<file path="src/rtl/unit_wb_fifo_if.sv">
// Bundles the result handshake and the writeback handshake of unit_wb_fifo.
// The slave modport is the FIFO side. The master modport is the side that
// drives results in and acknowledges writebacks.
interface unit_wb_fifo_if #(
  parameter int DEPTH      = 4,
  parameter int DATA_WIDTH = 32,
  parameter int ID_WIDTH   = 3
);
  // Result push side
  logic                      result_valid;
  logic [ID_WIDTH-1:0]       result_id;
  logic [DATA_WIDTH-1:0]     result_data;
  logic                      result_ready;

  // Writeback pop side
  logic                      done;
  logic [ID_WIDTH-1:0]       id;
  logic [DATA_WIDTH-1:0]     rd;
  logic                      ack;

  // Occupancy
  logic [$clog2(DEPTH):0]    count;

  modport slave (
    input  result_valid, result_id, result_data, ack,
    output result_ready, done, id, rd, count
  );

  modport master (
    output result_valid, result_id, result_data, ack,
    input  result_ready, done, id, rd, count
  );
endinterface

</file>
<file path="src/rtl/unit_wb_fifo.sv">
// unit_wb_fifo: in-order result buffer between execution and writeback.
// Results are pushed on result_valid & result_ready. The head result is
// presented on done/id/rd and is popped on ack & done.
// Optional feature macro: UNIT_WB_FIFO_BYPASS_EN. When it is defined, an
// empty FIFO forwards an incoming result combinationally to the writeback
// side. A result that is acked in that same cycle is never stored.
module unit_wb_fifo #(
  parameter int DEPTH      = 4,
  parameter int DATA_WIDTH = 32,
  parameter int ID_WIDTH   = 3
) (
  input  logic            clk,
  input  logic            rst_n,
  unit_wb_fifo_if.slave   bus
);

  localparam int PW = $clog2(DEPTH);
  localparam int CW = PW + 1;
  localparam int EW = ID_WIDTH + DATA_WIDTH;

  localparam logic [PW-1:0] PTR_ONE    = PW'(1);
  localparam logic [CW-1:0] CNT_ONE    = CW'(1);
  localparam logic [CW-1:0] CNT_ZERO   = '0;
  localparam logic [CW-1:0] CNT_FULL   = CW'(DEPTH);

  // Storage and bookkeeping.
  logic [EW-1:0]  r_mem [DEPTH];
  logic [PW-1:0]  r_wr_ptr;
  logic [PW-1:0]  r_rd_ptr;
  logic [CW-1:0]  r_count;

  // Derived controls.
  logic           w_empty;
  logic           w_push;
  logic           w_pop;
  logic           w_bypass;
  logic           w_wr_en;
  logic           w_rd_en;
  logic [EW-1:0]  w_head;
  logic [CW-1:0]  w_count_next;

  assign w_empty = (r_count == CNT_ZERO);
  assign w_head  = r_mem[r_rd_ptr];

  // Ready depends only on registered occupancy, so ack never reaches it.
  assign bus.result_ready = (r_count != CNT_FULL);
  assign bus.count        = r_count;

  assign w_push = bus.result_valid & bus.result_ready;
  assign w_pop  = bus.ack & bus.done;

`ifdef UNIT_WB_FIFO_BYPASS_EN
  // A forwarded result that is acked at once never touches the storage.
  assign w_bypass = w_empty & w_push & bus.ack;
`else
  assign w_bypass = 1'b0;
`endif

  // A bypassed pop must not advance the read pointer. Nothing was stored.
  assign w_wr_en = w_push & ~w_bypass;
  assign w_rd_en = w_pop  & ~w_bypass;

  // Present the head entry, or the incoming result when forwarding is enabled.
  always_comb begin
    bus.done = ~w_empty;
    bus.id   = w_head[EW-1:DATA_WIDTH];
    bus.rd   = w_head[DATA_WIDTH-1:0];
`ifdef UNIT_WB_FIFO_BYPASS_EN
    if (w_empty && bus.result_valid) begin
      bus.done = 1'b1;
      bus.id   = bus.result_id;
      bus.rd   = bus.result_data;
    end
`endif
  end

  // Occupancy update. A simultaneous write and read leaves it unchanged.
  always_comb begin
    w_count_next = r_count;
    case ({w_wr_en, w_rd_en})
      2'b10:   w_count_next = r_count + CNT_ONE;
      2'b01:   w_count_next = r_count - CNT_ONE;
      default: w_count_next = r_count;
    endcase
  end

  // Pointer and count state. Reset is asynchronous, so mid-run entries are dropped at once.
  always_ff @(posedge clk or negedge rst_n) begin
    if (!rst_n) begin
      r_wr_ptr <= '0;
      r_rd_ptr <= '0;
      r_count  <= '0;
    end else begin
      if (w_wr_en) begin
        r_wr_ptr <= r_wr_ptr + PTR_ONE;
      end
      if (w_rd_en) begin
        r_rd_ptr <= r_rd_ptr + PTR_ONE;
      end
      r_count <= w_count_next;
    end
  end

  // Entry storage has no reset. Stale contents are hidden while count is 0.
  always_ff @(posedge clk) begin
    if (w_wr_en) begin
      r_mem[r_wr_ptr] <= {bus.result_id, bus.result_data};
    end
  end

endmodule

</file>
<file path="src/flat_wrapper.sv">
// flat-port wrapper written by rule: the top's interface ports become plain ports
module unit_wb_fifo_flat 
#(
  parameter int DEPTH      = 4,
  parameter int DATA_WIDTH = 32,
  parameter int ID_WIDTH   = 3
)
  (clk, rst_n, bus_result_valid, bus_result_id, bus_result_data, bus_ack, bus_result_ready, bus_done, bus_id, bus_rd, bus_count);
  unit_wb_fifo_if #(.DEPTH(DEPTH), .DATA_WIDTH(DATA_WIDTH), .ID_WIDTH(ID_WIDTH)) bus_i ();
  input  logic clk;
  input  logic rst_n;
  input wire logic [$bits(bus_i.result_valid)-1:0] bus_result_valid;
  input wire logic [$bits(bus_i.result_id)-1:0] bus_result_id;
  input wire logic [$bits(bus_i.result_data)-1:0] bus_result_data;
  input wire logic [$bits(bus_i.ack)-1:0] bus_ack;
  output wire logic [$bits(bus_i.result_ready)-1:0] bus_result_ready;
  output wire logic [$bits(bus_i.done)-1:0] bus_done;
  output wire logic [$bits(bus_i.id)-1:0] bus_id;
  output wire logic [$bits(bus_i.rd)-1:0] bus_rd;
  output wire logic [$bits(bus_i.count)-1:0] bus_count;
  assign bus_i.result_valid = bus_result_valid;
  assign bus_i.result_id = bus_result_id;
  assign bus_i.result_data = bus_result_data;
  assign bus_i.ack = bus_ack;
  assign bus_result_ready = bus_i.result_ready;
  assign bus_done = bus_i.done;
  assign bus_id = bus_i.id;
  assign bus_rd = bus_i.rd;
  assign bus_count = bus_i.count;
  unit_wb_fifo #(.DEPTH(DEPTH), .DATA_WIDTH(DATA_WIDTH), .ID_WIDTH(ID_WIDTH)) u_core (.clk(clk), .rst_n(rst_n), .bus(bus_i));
endmodule
</file>
<file path="config.mk">
export PLATFORM = sky130hd
export DESIGN_NAME = unit_wb_fifo_flat
export DESIGN_NICKNAME = d
export VERILOG_FILES = /design/src/rtl/unit_wb_fifo_if.sv /design/src/rtl/unit_wb_fifo.sv /design/src/flat_wrapper.sv
export SDC_FILE = /design/constraint.sdc
export NUM_CORES = 1
export LEC_CHECK = 0
export ABC_AREA = 1
export ABC_CLOCK_PERIOD_IN_PS = 6800
export BUFFER_PORTS_ARGS = -buffer_cell sky130_fd_sc_hd__buf_4
export CORE_MARGIN = 8
export CORE_UTILIZATION = 45
export DETAILED_ROUTE_END_ITERATION = 12
export PLACE_DENSITY_LB_ADDON = 0.1
export SLEW_MARGIN = 20
export SYNTH_ARGS = -nofsm -noshare
export SYNTH_HDL_FRONTEND = slang
export SYNTH_SLANG_ARGS = --single-unit
</file>
<file path="constraint.sdc">
create_clock -name clk -period 6.8 [get_ports clk]
set_input_delay 1.02 -clock clk [delete_from_list [all_inputs] [get_ports clk]]
set_output_delay 1.02 -clock clk [all_outputs]
set_load 0.02 [all_outputs]
</file>
==> flow_summary.json <==
{
  "worstPathRequired_ns": 5.78,
  "power.density_mw_per_mm2": 457,
  "post-place-ws_ns": 3.63,
  "fill_cells": 1121,
  "cts_tree": "built",
  "hold_ws_ns": 0.413,
  "gpl.final_weighted_congestion": 0.696,
  "cts-htree-levels": 4,
  "post_cts.resized_instances": 0,
  "std_cell_rows": 42,
  "cp-start-kind": "flop",
  "grt_pass1_vias": 3707,
  "grt_first_pass_wirelength_um": 19000,
  "largest_net_degree_at_the_start_of_global_routing": 84,
  "vias": 3573,
  "critical_path_cell_by_cell": "inv_4, buf_4, nand2_1, o211ai_1, nand2_1, buf_4",
  "final_cells": 738,
  "post-cts-setup-buffers": 0,
  "setup-violations-final": 0,
  "globalRouteTotalUtil": 0.141,
  "port_buffers": 78,
  "syn_nets": 512,
  "antenna_cells_inserted": 0,
  "worst-endpoint-arrival_ns": 2.57,
  "synthCells": 467,
  "slew_viol_final": 0,
  "cts_made_buffers": 17,
  "maxCapViolations": 0,
  "yosysWarnings": 0,
  "seq_area_mm2": 0.00438,
  "clock_latency_ns": 0.41,
  "tightestPinTransition_ns": 0.767,
  "area_added_between_synthesis_and_finish_pct": 20.8,
  "standard_cell_core_area_mm2": 0.0131,
  "cts.clk_slew.worst_paths_ns": 0.05,
  "min_period_ns": 3.59,
  "setup.worst_path.class": "reg2out",
  "finish.net_count": 594,
  "upper_clock_frequency_limit_mhz": 279,
  "initialDrtViolationCount": 209,
  "postCtsHoldBufs": 0,
  "clock_skew_ns": 0.00544,
  "critical_path.max_fanout": 83,
  "critical_path.max_stage_delay_ns": 0.60,
  "timing.hold.worst.class": "in2async",
  "syn-cell-area_mm2": 0.00599,
  "synthDistinctLibCells": 19,
  "multi_input_area_mm2": 0.00117,
  "share_of_post_route_cells_with_drive_strength_above_1": 0.196,
  "route.antenna.remaining_nets": 0,
  "status": "finished, final reports clean",
  "cts.root.buffer_cell": "sky130_fd_sc_hd__clkbuf_16",
  "crit_path_end_kind": "output pin",
  "rsz0062_at_grt": "false",
  "routedWlPerCell_um": 15.6,
  "die-area_mm2": 0.0173,
  "gr-total-overflow": 0,
  "post-dp-hpwl_um": 7000,
  "drt_pre_antenna_iters": 4,
  "die_width_um": 131,
  "p_leak_nw": 2.96,
  "grt_antenna_before_repair": 0,
  "fin_crit_sh": 0.528,
  "synth_top_area_cell": "sky130_fd_sc_hd__edfxtp_1",
  "cpLargestDelayFamily": "buffers and inverters",
  "synth.ff_latch_count": 147,
  "yosysTopAreaCellShare": 0.702,
  "final.setup.tns_ns": 0,
  "timing.max_slew.rel_slack": 0.489,
  "synth_top_cells_by_area": "sky130_fd_sc_hd__edfxtp_1 (70%), sky130_fd_sc_hd__o211ai_1 (8.8%), sky130_fd_sc_hd__nand2_1 (7.7%), sky130_fd_sc_hd__inv_1 (5.2%), sky130_fd_sc_hd__dfrtp_1 (2.9%)",
  "die-height_um": 131,
  "post_synth.cell_area_avg_um2": 12.8,
  "reg2reg_slack_ns": 4.52,
  "postLayoutCoreUtil": 0.551,
  "cts.sink_count": 147,
  "drcViolationCount": 0,
  "hold_viol_final": 0,
  "sequential_to_total_area_share_from_yosys_stat": 0.731,
  "start_util": 0.456,
  "io_pins": 79,
  "totalWireLength_um": 11500,
  "minimum_setup_slack_in_the_final_design_ns": 3.21,
  "clockBufferDepth": 2,
  "max-vdd-ir-drop_v": 0.000267,
  "vias_per_cell": 4.84,
  "worst_path_max_delay_cell": "sky130_fd_sc_hd__buf_4",
  "critical_path.n_buffers_inverters": 3,
  "placed_cells": 706
}
-- layer usage --
metal,GRT usage,wire (um),vias to the layer above
met5,0,0,-
met4,0.0593,161,0
met3,0.0400,518,16
met2,0.237,5840,77
met1,0.166,5010,1701
li1,-,-,1779
-- power breakdown --
group | leakage (nW) | total (mW) | switching [mW] | internal [mW]
logic | 1.35 | 1.25 | 0.818 | 0.431
registers | 1.37 | 1.25 | 0.0509 | 1.20
clock network | 0.248 | 0.809 | 0.318 | 0.491
total | 2.96 | 3.31 | 1.19 | 2.12
-- layout make-up --
class                      instances  share of cell area
clock inverter                    10             0.00916
tap                              176              0.0304
clock buffer                      22              0.0614
timing repair buffer              85              0.0881
sequential                       147               0.605
inverter                          85              0.0444
multi-input combinational        213               0.162
-- logic make-up (layout without fill, tap and decap cells) --
family,after synthesis,in the layout,synth area share
flops,147,147,0.731
simple gates,135,135,0.0865
buf+inv,107,202,0.0787
compound gates,71,71,0.0886
fa+ha+maj,6,6,0.0138
xor+xnor,1,1,0.00146
-- cells in the mapped netlist --
cell type and number:
sky130_fd_sc_hd__ha_1 5, sky130_fd_sc_hd__clkbuf_1 6, sky130_fd_sc_hd__nand4_1 1, sky130_fd_sc_hd__clkinv_1 1
sky130_fd_sc_hd__fa_1 1, sky130_fd_sc_hd__buf_6 8, sky130_fd_sc_hd__o21ai_0 1, sky130_fd_sc_hd__edfxtp_1 140
sky130_fd_sc_hd__o211ai_1 70, sky130_fd_sc_hd__buf_4 1, sky130_fd_sc_hd__nor2_1 4, sky130_fd_sc_hd__nand2_1 123
sky130_fd_sc_hd__buf_2 5, sky130_fd_sc_hd__inv_2 1, sky130_fd_sc_hd__xnor2_1 1, sky130_fd_sc_hd__inv_1 83
sky130_fd_sc_hd__buf_1 2, sky130_fd_sc_hd__dfrtp_1 7, sky130_fd_sc_hd__nand3_1 7
-- per-stage QoR --
stage | cell area [um^2] | power (mW)
after global placement | 6730 | 2.52
final | 7240 | 3.31
after CTS | 7240 | 3.36
after floorplan | 5990 | 2.09
after detailed placement | 6730 | 2.55
after global routing | 7240 | 3.53
-- final timing paths --
| check | depth (start not counted) | startpoint | endpoint |
|---|---|---|---|
| hold / removal | 1 | rst_n | u_core.bus.count[2] |
| hold reg to reg | 1 | u_core.bus.count[0] | u_core.bus.count[0] |
| min in group clk | 1 | u_core.bus.count[0] | u_core.bus.count[0] |
| setup reg to reg | 5 | u_core.bus.count[1] | u_core.r_mem[3][21] |
| max in group asynchronous | 1 | rst_n | u_core.r_rd_ptr[0] |
| setup / recovery | 6 | u_core.r_rd_ptr[0] | bus_rd[25] |
-- state kept, by name, indices dropped and copies added, names as in the netlist --
name and flops:
u_core.r_mem 140, u_core.r_wr_ptr 2, u_core.r_rd_ptr 2, u_core.bus.count 3
-- cells in the final DEF, fill, tap and decap left out, drive strengths merged --
cell and instances:
buf 85, bufinv 1, clkbuf 22, clkinv 10
dfrtp 7, edfxtp 140, fa 1, ha 5
inv 84, nand2 123, nand3 7, nand4 1
nor2 4, o211ai 70, o21ai 1, xnor2 1
(Power assumes the default switching activity.)
